## src/rtl/alu_pkg.sv

```systemverilog
// Shared ALU definitions: iterative-compare FSM states, SLT op encoding and the
// slice-count helper used to size the iterative set-less-than unit.
package alu_pkg;

    typedef enum logic [1:0] {
        IDLE = 2'd0,
        CMP  = 2'd1,
        DONE = 2'd2
    } state_t;

    localparam logic OP_SLT  = 1'b0;
    localparam logic OP_SLTU = 1'b1;

    function automatic int nchunk(input int xlen, input int chunk);
        return xlen / chunk;
    endfunction

endpackage

```

## src/rtl/slt_chunk_cmp.sv

```systemverilog
// One CHUNK-bit slice of the iterative compare; flip_msb turns the unsigned
// compare into a two's-complement compare for the top slice.
module slt_chunk_cmp #(
    parameter int CHUNK = 16
) (
    input  logic [CHUNK-1:0] a,
    input  logic [CHUNK-1:0] b,
    input  logic             flip_msb,
    output logic             lt,
    output logic             eq
);

    localparam logic [CHUNK-1:0] MSB_MASK = {1'b1, {(CHUNK-1){1'b0}}};

    logic [CHUNK-1:0] a_m;
    logic [CHUNK-1:0] b_m;

    assign a_m = a ^ (flip_msb ? MSB_MASK : '0);
    assign b_m = b ^ (flip_msb ? MSB_MASK : '0);
    assign lt  = a_m < b_m;
    assign eq  = a == b;

endmodule

```

## src/rtl/slt_iter.sv

```systemverilog
// Iterative SLT/SLTU with equality flag, one slice per cycle from the MSB end.
// Define SLT_ITER_EARLY_EXIT_EN to stop at the first differing slice; otherwise constant time.
//
//   state | meaning
//   IDLE  | in_ready=1, waiting for operands
//   CMP   | comparing slice idx, counting down from NCHUNK-1
//   DONE  | out_valid=1, y/eq held until out_ready
module slt_iter
    import alu_pkg::*;
#(
    parameter int XLEN  = 64,
    parameter int CHUNK = 16
) (
    input  logic            clk,
    input  logic            rst,
    input  logic            in_valid,
    output logic            in_ready,
    input  logic [XLEN-1:0] a,
    input  logic [XLEN-1:0] b,
    input  logic            op_unsigned,
    output logic            out_valid,
    input  logic            out_ready,
    output logic            y,
    output logic            eq
);

    localparam int NCHUNK = nchunk(XLEN, CHUNK);
    localparam int IDXW   = (NCHUNK > 1) ? $clog2(NCHUNK) : 1;
    localparam logic [IDXW-1:0] IDX_TOP = IDXW'(NCHUNK - 1);

    if (XLEN % CHUNK != 0) begin : g_bad_chunk
        $error("slt_iter: XLEN must be a multiple of CHUNK");
    end

    state_t          state_q, state_d;
    logic [IDXW-1:0] idx_q, idx_d;
    logic [XLEN-1:0] a_q, a_d;
    logic [XLEN-1:0] b_q, b_d;
    logic            uns_q, uns_d;
    logic            y_q, y_d;
    logic            eq_q, eq_d;

    logic [CHUNK-1:0] a_sl [NCHUNK];
    logic [CHUNK-1:0] b_sl [NCHUNK];
    logic             flip_msb;
    logic             sl_lt;
    logic             sl_eq;

    for (genvar i = 0; i < NCHUNK; i++) begin : g_slice
        assign a_sl[i] = a_q[i*CHUNK +: CHUNK];
        assign b_sl[i] = b_q[i*CHUNK +: CHUNK];
    end

    // Only the sign-carrying top slice is biased in signed mode.
    assign flip_msb = (uns_q == OP_SLT) && (idx_q == IDX_TOP);

    slt_chunk_cmp #(.CHUNK(CHUNK)) u_cmp (
        .a        (a_sl[idx_q]),
        .b        (b_sl[idx_q]),
        .flip_msb (flip_msb),
        .lt       (sl_lt),
        .eq       (sl_eq)
    );

`ifndef SLT_ITER_EARLY_EXIT_EN
    // Set once the first differing slice has been recorded in y_q.
    logic found_q, found_d;

    always_ff @(posedge clk or posedge rst) begin
        if (rst) found_q <= 1'b0;
        else     found_q <= found_d;
    end
`endif

    always_ff @(posedge clk or posedge rst) begin
        if (rst) begin
            state_q <= IDLE;
            idx_q   <= '0;
            a_q     <= '0;
            b_q     <= '0;
            uns_q   <= 1'b0;
            y_q     <= 1'b0;
            eq_q    <= 1'b0;
        end else begin
            state_q <= state_d;
            idx_q   <= idx_d;
            a_q     <= a_d;
            b_q     <= b_d;
            uns_q   <= uns_d;
            y_q     <= y_d;
            eq_q    <= eq_d;
        end
    end

    always_comb begin
        state_d = state_q;
        idx_d   = idx_q;
        a_d     = a_q;
        b_d     = b_q;
        uns_d   = uns_q;
        y_d     = y_q;
        eq_d    = eq_q;
`ifndef SLT_ITER_EARLY_EXIT_EN
        found_d = found_q;
`endif
        case (state_q)
            IDLE: begin
                if (in_valid) begin
                    a_d     = a;
                    b_d     = b;
                    uns_d   = op_unsigned;
                    idx_d   = IDX_TOP;
                    y_d     = 1'b0;
                    eq_d    = 1'b0;
`ifndef SLT_ITER_EARLY_EXIT_EN
                    found_d = 1'b0;
`endif
                    state_d = CMP;
                end
            end
            CMP: begin
`ifdef SLT_ITER_EARLY_EXIT_EN
                if (!sl_eq) begin
                    y_d     = sl_lt;
                    eq_d    = 1'b0;
                    state_d = DONE;
                end else if (idx_q == '0) begin
                    y_d     = 1'b0;
                    eq_d    = 1'b1;
                    state_d = DONE;
                end else begin
                    idx_d = idx_q - 1'b1;
                end
`else
                if (!found_q && !sl_eq) begin
                    y_d     = sl_lt;
                    found_d = 1'b1;
                end
                if (idx_q == '0) begin
                    eq_d    = !found_q && sl_eq;
                    state_d = DONE;
                end else begin
                    idx_d = idx_q - 1'b1;
                end
`endif
            end
            DONE: begin
                if (out_ready) state_d = IDLE;
            end
            default: state_d = IDLE;
        endcase
    end

    assign in_ready  = (state_q == IDLE);
    assign out_valid = (state_q == DONE);
    assign y         = y_q;
    assign eq        = eq_q;

endmodule

```

## config.mk

```make
export PLATFORM = sky130hd
export DESIGN_NAME = slt_iter
export DESIGN_NICKNAME = d
export VERILOG_FILES = /design/src/rtl/alu_pkg.sv /design/src/rtl/slt_chunk_cmp.sv /design/src/rtl/slt_iter.sv
export SDC_FILE = /design/constraint.sdc
export NUM_CORES = 1
export LEC_CHECK = 0
export BUFFER_PORTS_ARGS = -buffer_cell sky130_fd_sc_hd__buf_4
export CAP_MARGIN = 20
export CORE_MARGIN = 1
export CORE_UTILIZATION = 30
export CTS_CLUSTER_SIZE = 10
export DETAILED_ROUTE_END_ITERATION = 12
export PLACE_DENSITY = 0.52
export SYNTH_ARGS = -nofsm -noshare
export SYNTH_HDL_FRONTEND = slang
export SYNTH_SLANG_ARGS = --single-unit
```

## constraint.sdc

```tcl
create_clock -name clk -period 5.5 [get_ports clk]
set_clock_uncertainty 0.05 [all_clocks]
set_input_delay 1.1 -clock clk [delete_from_list [all_inputs] [get_ports clk]]
set_output_delay 1.1 -clock clk [all_outputs]
set_load 0.02 [all_outputs]
```

# [After elaboration in Yosys (flattened, before gate mapping)]
# Cells that the tools add are included.
[totals] ram_bits=0 out_inout_bits=4 reg_bits=136 latch_bits=0 rom_bits=0 n_memories=0 elab_cells=58
[classes] magnitude_cmp=2 reduce_logical=13 n_mul=0 eq_ne=9 mux=21 bitwise_logic=4 div_mod_pow=0 shifts=0 n_addsub=1
[op_table] cell="two-way mux 16 bit" count=5
[op_table] cell="binary-select mux 16 bit (select 2 bit)" count=2
[op_table] cell="bitwise XOR 16 bit" count=2
[op_table] cell="equality test 16 bit" count=1
[op_table] cell="< comparator 16 bit" count=1
[op_table] cell="AND reduction 3 bit" count=4
[op_table] cell="two-way mux 2 bit" count=5
[op_table] cell="inequality test 2 bit, second input constant" count=4
[op_table] cell="case mux 1 bit (2 select lines)" count=3
[op_table] cell="case mux 2 bit (3 select lines)" count=1
[op_table] cell="equality test 2 bit, second input constant" count=2
[op_table] cell="logical NOT 2 bit" count=2
[op_table] cell="two-way mux 1 bit" count=4
[op_table] cell="case mux 2 bit (2 select lines)" count=1
[op_table] cell=">= comparator 3 bit, second input constant" count=1
[op_table] cell="logical AND 1 bit" count=3
[op_table] cell="inverter 2 -> 3 bit" count=1
[op_table] cell="equality test 2 x 1 -> 1 bit, second input constant" count=1
[op_table] cell="logical NOT 1 bit" count=2
[op_table] cell="inequality test 2 x 1 -> 1 bit, second input constant" count=1
[op_table] cell="AND reduction 2 bit" count=1
[op_table] cell="nonzero test 2 bit" count=1
[op_table] cell="subtractor 2 x 1 -> 2 bit, second input constant" count=1
[op_table] cell="inverter 1 bit" count=1

# [Depth between registers and ports, before layout]
# Gate-level depths: netlist of run 1.
[depth] ltp_word=9 ltp_mapped=11 ltp_nobuf=8

# [Hierarchy]
# A second synthesis of run 1 with hierarchy kept.
[hier_totals] cells_unflattened=404 hier_area_um2=6394.9
[modules_own_cells] mod="slt_iter" instances=1 area_each_um2=5952.0 cells_each=347 seq_area_each_um2=3403.3
[modules_own_cells] mod="slt_chunk_cmp" instances=1 area_each_um2=442.9 cells_each=57 seq_area_each_um2=0.0

# [Least setup slack after synthesis of run 1]
# Ideal clock, no wire load.
[synth_path] path_kind="reg2reg" startpoint="register idx_q[0]" endpoint="register y_q (netlist: y)" path_stages_with_launch=10 setup_ns=0.092 slack_ns=2.825 path_buffers=2 t_required_ns=5.358 arrival_ns=2.533 cell_sequence="dfrtp_1 clkbuf_8 buf_2 mux4_2 ha_1 nand4_1 nor3_1 nor3b_2 or3_4 o31ai_2"
[synth_between] elab_chain_len=9 word_cells_on_any_way=20 classes_between="1 x order compare; 3 x eq/ne; 9 x mux; 3 x bitwise; 4 x reduce/logical"
[synth_lines] element="start: declaration" line_no="slt_iter.sv:36" text="logic [IDXW-1:0] idx_q, idx_d;"
[synth_lines] element="start signal: assignment" line_no="slt_iter.sv:86" text="idx_q <= idx_d;"
[synth_lines] element="branches (longest 9 deep; another with < comparator 16 bit)"
[synth_lines] element="end signal: assignment" line_no="slt_iter.sv:90" text="y_q <= y_d;"
[synth_lines] element="end: declaration" line_no="slt_iter.sv:40" text="logic y_q, y_d;"
# Parallel ways; which one is timed is not known. The select of a mux whose other input is x is not followed.
# A chain may end at the register's enable or synchronous reset.

# [Final worst setup path of run 1]
# Ends and elaborated chain as after synthesis.

==> metrics.md, run 1 <==
| Metric | Value |
|---|---|
| Pwr Density | `576.6 nW/um^2` |
| WL met1 | `7344 um` |
| Fin crit share | `0.5672` |
| Final setup violating endpoints | `0` |
| Crit path launch type | `flop` |
| Clock power frac | `0.232` |
| Number of flops mapped to enable cells by yosys | `0` |
| Ports | `137` |
| Longest Clk Path Bufs | `2` |
| Area of the core | `21,150 um^2` |
| WL final | `16,910 um` |
| RR Startpoint | `idx_q[0]$_DFFE_PP0P_` |
| Residual DRC count | `0` |
| Initial Utilization | `0.3070` |
| Status | `finished, final reports clean` |
| Cts repair resizes | `0` |
| Place WS | `2.332 ns` |
| Later-pin clock latency in the skew report | `0.43 ns` |
| Routed wl met2 | `8807 um` |
| Asr flop ratio synth | `1.000` |
| Crit-path max FO | `34` |
| Prevailing post-synth register cell | `dfrtp_1` |
| Synth Area per Inst | `9.384 um^2` |
| Worst-Margin Slew | `0.9503 ns` |
| Buffers on Ports | `136` |
| Achievable clock frequency | `0.3206 GHz` |
| Std-Cell Rows | `53` |
| Post-CTS setup buffer count | `0` |
| # diodes | `0` |
| Seq cells post-synth | `136` |
| Min Tclk post-route | `3.119 ns` |
| Hold WC Path Type | `reg2reg` |
| Syn_nets | `842` |
| Total gr overflow | `0` |
| Critical path data arrival time | `3.40 ns` |
| TNS Setup | `0 ns` |
| Pint | `2.991 mW` |
| R2r setup slk | `2.38 ns` |
| WL/cell | `15.36 um` |
| Initial antenna violation count | `0` |
| Max-Slew Margin vs Limit | `0.3665` |
| Combinational power share | `0.373` |
| Vias per cell | `4.483` |
| Max-slew violation count | `0` |
| Hold EP | `b_q[33]$_DFFE_PP0P_` |
| CTS tree | `done` |
| Max cap viols | `0` |
| WHS | `0.4179 ns` |
| Simple-Gate Fraction of Synth Area | `0.2565` |
| Share of cells above drive strength 1 | `0.2554` |
| Top cell type by total area after synthesis | `dfrtp_1` |
| CTS Buf Count | `17` |
| Reg clk slew, reported paths | `0.06 ns` |
| Vias | `4,936` |
| Post-CTS Hold Buffers | `0` |
| Worst setup EP type | `flop` |
| Synth Area in Compound Gates | `0.02428` |
| NetSw | `1.784 mW` |
| Largest family of logic cells by synthesized area | `simple AND/OR/NAND/NOR gates` |
| Worst Reg-to-Reg Cells | `7` |
| Proportion of synthesized area in mux cells | `0.1162` |
| Worst setup margin | `2.381 ns` |
| Via count of the first global-routing pass | `5,135` |
| Hold Crit Depth | `2` |
| Crit Reg-Reg Endpoint | `y$_DFFE_PP0P_` |
| Netlist Area Pre-Place | `6494 um^2` |
| GRT Overall Usage | `0.1623` |
| Flop pwr share | `0.394` |
| Share of the yosys chip area belonging to registers | `0.5241` |
| Yosys top cell area share | `0.5241` |
| Peak VDD IR | `0.2456 mV` |
| Nets | `963` |
| Detailed Route Iter0 Violations | `223` |
| Lkg Pwr | `4.354 nW` |
| DRT Pass-1 Iters | `4` |
| H-tree depth | `4` |
| Adder-Cell Fraction of Synth Area | `0.03276` |
| Largest net degree at the start of global routing | `97` |
| Cells after synthesis | `692` |
| Met3 Wirelength | `605 um` |
| Layout area overhead | `27.53%` |
| Top sig layer | `met4` |
| Die height | `149.1 um` |
| Unique masters post-synth | `35` |
| Clock root cell | `clkbuf_16` |
| WP data required | `5.78 ns` |
| Sw Ratio | `0.3737` |
| First-pass GRT wire length | `26,980 um` |
| Final Hold Vio Count | `0` |
| Top post-synthesis cells by area | `dfrtp_1 (52%), nand2_1 (23%), mux4_2 (10%)` |
| DP HPWL | `12,330 um` |
| GPL Wtd Cong | `0.7844` |
| WS Path Type | `reg2reg` |
| Yosys warning count | `0` |
| Hold Crit Start | `b_q[33]$_DFFE_PP0P_` |
| Die width | `149.1 um` |
| Post-DRT Antenna Nets | `0` |
| Total clock sinks | `136` |
| Die footprint | `22,240 um^2` |
| Post-synthesis xor/xnor area fraction | `0.005395` |
| RSZ-0062 raised after global routing | `no` |
==> sequential cells by signal, indices dropped and copies added, names as in the netlist <==
signal	count
found_q	1
idx_q	2
a_q	64
y	1
eq	1
uns_q	1
b_q	64
state_q	2
==> power by group through the flow <==
stage | clock (mW) | combinational, mW | sequential, mW
floorplan | 0 | 1.52 | 1.66
global placement | 0 | 1.77 | 1.91
detailed placement | 0 | 1.81 | 1.91
CTS | 1.14 | 1.82 | 1.90
global route | 1.18 | 2.04 | 1.96
finish | 1.11 | 1.78 | 1.88
==> cell usage after synthesis, types with 2 or more instances <==
cell type  number
buf_6           2
a31oi_1         2
nor3_1          2
nand4_1         3
xor2_1          4
nand3_1         3
and2b_1         5
a21oi_1         7
nor2_1          6
nor2b_1         7
a21o_1          3
buf_2          18
mux4_1          3
mux4_2         30
dfrtp_1       136
ha_1           17
inv_1          18
nand2_1       394
clkbuf_1       16
==> metrics by stage <==
step / area, um^2 / utilization / cells / power (mW)
finish: 8282 / 0.3915 / 1101 / 4.775
global route: 8282 / 0.3915 / 1101 / 5.177
CTS: 8282 / 0.3915 / 1101 / 4.860
detailed placement: 7712 / 0.3646 / 1069 / 3.725
global placement: 7712 / 0.3646 / 1069 / 3.686
floorplan: 6494 / - / 692 / 3.188
==> cell usage in the layout, fill, tap and decap left out, types with 2 or more instances in the layout <==
| cell type | instances |
|---|---|
| nand3_1 | 3 |
| nand2_1 | 393 |
| inv_8 | 3 |
| dfrtp_1 | 134 |
| buf_4 | 139 |
| nor3_1 | 2 |
| a31oi_1 | 2 |
| ha_1 | 17 |
| dfrtp_2 | 2 |
| mux4_1 | 3 |
| nor2b_1 | 7 |
| a21o_1 | 3 |
| a21oi_1 | 7 |
| clkinvlp_4 | 4 |
| nor2_1 | 6 |
| mux4_2 | 30 |
| clkbuf_16 | 17 |
| nand4_1 | 3 |
| inv_1 | 17 |
| xor2_1 | 4 |
| and2b_1 | 5 |
| inv_6 | 6 |
==> logic make-up after synthesis <==
family,count (synthesis)
AOI/OAI and AO/OA,22
xor gates and xnor gates,4
adders and majority gates,17
buffers and inverters,56
DFF,136
muxes,33
and+or+nand+nor,424
==> metal layers <==
metal,GRT usage,vias up
met5,0,-
met1,0.1985,2369
met2,0.2860,97
met3,0.03731,10
li1,-,2460
met4,0.04286,0
==> worst max-delay path, stage by stage (launching register included) <==
cell	delay, ns
dfrtp_2	0.99
mux4_2	0.61
ha_1	0.34
nand4_1	0.17
nor3_1	0.09
nor3b_2	0.17
or3_4	0.37
o31ai_2	0.23
==> layout make-up <==
type,count,area (um^2)
fillers,2139,12870
flip-flops and latches,136,3406
multi-input cells,500,2835
repair buffers,139,1044
clock buffers,18,429.2
well taps,275,344.1
clock inverters,14,140.1
inverters,19,83.83
==> how the worst max path moves through the flow <==
| stage | to | slack [ns] | startpoint |
|---|---|---|---|
| detailed placement | y$_DFFE_PP0P_ | 2.33 | idx_q[0]$_DFFE_PP0P_ |
| global placement | y$_DFFE_PP0P_ | 2.41 | idx_q[0]$_DFFE_PP0P_ |
| global route | y$_DFFE_PP0P_ | 2.14 | idx_q[0]$_DFFE_PP0P_ |
| CTS | y$_DFFE_PP0P_ | 2.32 | idx_q[0]$_DFFE_PP0P_ |
| finish | y$_DFFE_PP0P_ | 2.38 | idx_q[0]$_DFFE_PP0P_ |
| floorplan | a_q[0]$_DFFE_PP0P_ | 0.71 | rst |
Note: power is estimated with default switching activity, not from simulation.
==> run 2, diff against run 1 <==
==> constraint.sdc (replaced) <==
create_clock -name clk -period 3 [get_ports clk]
set_clock_uncertainty 0.05 [all_clocks]
set_input_delay 0.6 -clock clk [delete_from_list [all_inputs] [get_ports clk]]
set_output_delay 0.6 -clock clk [all_outputs]
set_load 0.02 [all_outputs]
==> run 2 against run 1 <==
Via count shrank 0.57%. Count of clock-buffer cells in the layout shrank 1. Design area grew 1.5%. Sequential cell count is the same. First-iteration DRC count grew 15%. Global-route usage shrank 0.18 points. Die area is the same. Utilization grew 0.59 points. Register-to-register slack lost 2.1 ns. Combinational power grew 98%. Largest cell class unchanged.
==> metrics.md, run 2 (synthesis results as in run 1) <==
| Metric | Value |
|---|---|
| DRT Pass-1 Iters | `4 (unchanged)` |
| Total gr overflow | `0 (unchanged)` |
| CTS tree | `done (unchanged)` |
| Final Hold Vio Count | `0 (unchanged)` |
| Area of the core | `21,150 um^2 (unchanged)` |
| RR Startpoint | `idx_q[1]$_DFFE_PP0P_ (was idx_q[0]$_DFFE_PP0P_)` |
| WS Path Type | `reg2reg (unchanged)` |
| Die height | `149.1 um (unchanged)` |
| Pwr Density | `1042 nW/um^2 (was 576.6 nW/um^2)` |
| Std-Cell Rows | `53 (unchanged)` |
| WL final | `16,620 um (was 16,910 um)` |
| Min Tclk post-route | `2.706 ns (was 3.119 ns)` |
| R2r setup slk | `0.29 ns (was 2.38 ns)` |
| Hold WC Path Type | `in2async (was reg2reg)` |
| Initial Utilization | `0.3070 (unchanged)` |
| GPL Wtd Cong | `0.7647 (was 0.7844)` |
| Vias per cell | `4.418 (was 4.483)` |
| Buffers on Ports | `136 (unchanged)` |
| Crit-path max FO | `14 (was 34)` |
| Crit-path max cell delay | `0.56 ns (was 0.99 ns)` |
| Die width | `149.1 um (unchanged)` |
| Max-slew violation count | `0 (unchanged)` |
| Lkg Pwr | `4.409 nW (was 4.354 nW)` |
| CP Cell Sequence | `buf_4 -> mux4_2 -> ha_1 -> nand4_1 -> nor3_1 -> nor3b_2 -> or3_4 -> o31ai_2 (was mux4_2 -> ha_1 -> nand4_1 -> nor3_1 -> nor3b_2 -> or3_4 -> o31ai_2)` |
| Post-CTS Hold Buffers | `0 (unchanged)` |
| Die footprint | `22,240 um^2 (unchanged)` |
| First-pass GRT wire length | `26,630 um (was 26,980 um)` |
| CTS Buf Count | `17 (unchanged)` |
| Final Core Density | `0.3974 (was 0.3915)` |
| Clock root cell | `clkbuf_16 (unchanged)` |
| Initial antenna violation count | `0 (unchanged)` |
| Longest Clk Path Bufs | `2 (unchanged)` |
| Commonest non-fill, non-tap cell in the layout | `nand2_1 (unchanged)` |
| Later-pin clock latency in the skew report | `0.42 ns (was 0.43 ns)` |
| Post-DRT Antenna Nets | `0 (unchanged)` |
| Worst Reg-to-Reg Cells | `8 (was 7)` |
| Critical path startpoint | `idx_q[1]$_DFFE_PP0P_ (was idx_q[0]$_DFFE_PP0P_)` |
| Post-CTS setup buffer count | `0 (unchanged)` |
| Crit path launch type | `flop (unchanged)` |
| Reg clk slew, reported paths | `0.06 ns (about the same)` |
| H-tree depth | `4 (unchanged)` |
| RSZ-0062 raised after global routing | `no (unchanged)` |
| Achievable clock frequency | `0.3695 GHz (was 0.3206 GHz)` |
| Layout area overhead | `29.46% (was 27.53%)` |
| Worst setup EP type | `flop (unchanged)` |
| Cell Area, Placed | `7856 um^2 (was 7712 um^2)` |
| Residual DRC count | `0 (unchanged)` |
| Post-route cell area | `8407 um^2 (was 8282 um^2)` |
| Critical path data arrival time | `2.99 ns (was 3.40 ns)` |
| Max cap viols | `0 (unchanged)` |
| Setup crit end | `y$_DFFE_PP0P_ (unchanged)` |
| TNS Setup | `0 ns (unchanged)` |
| Leading registers by flop count | `a_q: 64 flops, b_q: 64 flops (unchanged)` |
| Max-Slew Margin vs Limit | `0.4770 (was 0.3665)` |
| Total clock sinks | `136 (unchanged)` |
| Status | `finished, final reports clean (unchanged)` |
| Via count of the first global-routing pass | `5,097 (was 5,135)` |
| CP max stage cell | `dfrtp_2 (unchanged)` |
| Ports | `137 (unchanged)` |
| Nets | `974 (was 963)` |
| Dpl cells | `1,080 (was 1,069)` |
| WP data required | `3.28 ns (was 5.78 ns)` |
| Cts repair resizes | `0 (unchanged)` |
| Vias | `4,908 (was 4,936)` |
| WHS | `0.2757 ns (was 0.4179 ns)` |
| # diodes | `0 (unchanged)` |
| Peak VDD IR | `0.3805 mV (was 0.2456 mV)` |
| WP depth | `8 (was 7)` |
| CP Buf/Inv Count | `1 (was 0)` |
| CP delay by family, top | `simple AND/OR/NAND/NOR gates (was flip-flops)` |
| Largest net degree at the start of global routing | `61 (was 97)` |
| WL/cell | `14.96 um (was 15.36 um)` |
| Crit Reg-Reg Endpoint | `y$_DFFE_PP0P_ (unchanged)` |
| DP HPWL | `12,510 um (was 12,330 um)` |
| Worst-Margin Slew | `0.7829 ns (was 0.9503 ns)` |
| Share of cells above drive strength 1 | `0.2656 (was 0.2554)` |
| Commonest cells after routing, fill and taps aside | `nand2_1 (393), buf_4 (145), dfrtp_1 (134), mux4_2 (30) (was nand2_1 (393), buf_4 (139), dfrtp_1 (134), mux4_2 (30))` |
| Detailed Route Iter0 Violations | `257 (was 223)` |
| Post-route insts no fill | `1,111 (was 1,101)` |
| GRT Overall Usage | `0.1605 (was 0.1623)` |
| Final setup violating endpoints | `0 (unchanged)` |
| Fin crit share | `0.9021 (was 0.5672)` |
run 2: cell count changes in the layout (fill, tap and decap cells not counted):
| cell | change |
|---|---|
| buf_4 | +6 |
| clkinv_2 | +2 |
| inv_6 | -3 |
| buf_12 | +5 |
| inv_8 | -2 |
| clkinvlp_4 | +3 |
| clkbuf_1 | -1 |
run 2: metrics by stage:
stage / setup slack, ns / power, mW
finish: 0.2936 / 8.759
global route: 0.1665 / 9.518
CTS: 0.2885 / 8.899
detailed placement: 0.2916 / 6.899
global placement: 0.3762 / 6.842
floorplan: 0.3250 / 5.845
run 2: final cells by class:
cell class / instances / area [um^2]
tap: 275 / 344.1
timing repair buffer: 150 / 1189
fill: 2139 / 12750
clock buffer: 17 / 425.4
multi-input combinational: 500 / 2835
clock inverter: 14 / 125.1
inverter: 19 / 82.58
sequential: 136 / 3406
run 2: layer usage:
metal  track usage  vias to the layer above  routed length (um)
met1        0.2021                     2315                7373
met3       0.03914                       18                 671
met5             0                        -                   0
met4       0.05714                        0                 269
li1              -                     2477                   -
met2        0.2677                       98                8302
run 2: how the worst min path moves through the flow:
stage	startpoint	end	slack, ns
after floorplan	b_q[33]$_DFFE_PP0P_	b_q[33]$_DFFE_PP0P_	0.39
after global placement	b_q[1]$_DFFE_PP0P_	b_q[1]$_DFFE_PP0P_	0.40
after detailed placement	b_q[45]$_DFFE_PP0P_	b_q[45]$_DFFE_PP0P_	0.41
after CTS	rst	a_q[60]$_DFFE_PP0P_	0.30
after global routing	b[34]	b_q[34]$_DFFE_PP0P_	0.30
final	rst	a_q[14]$_DFFE_PP0P_	0.28
run 2: power by group:
group / switching [mW] / total, mW / internal, mW
Clock: 0.820 / 1.96 / 1.14
Combinational: 1.82 / 3.52 / 1.70
Sequential: 0.585 / 3.29 / 2.70
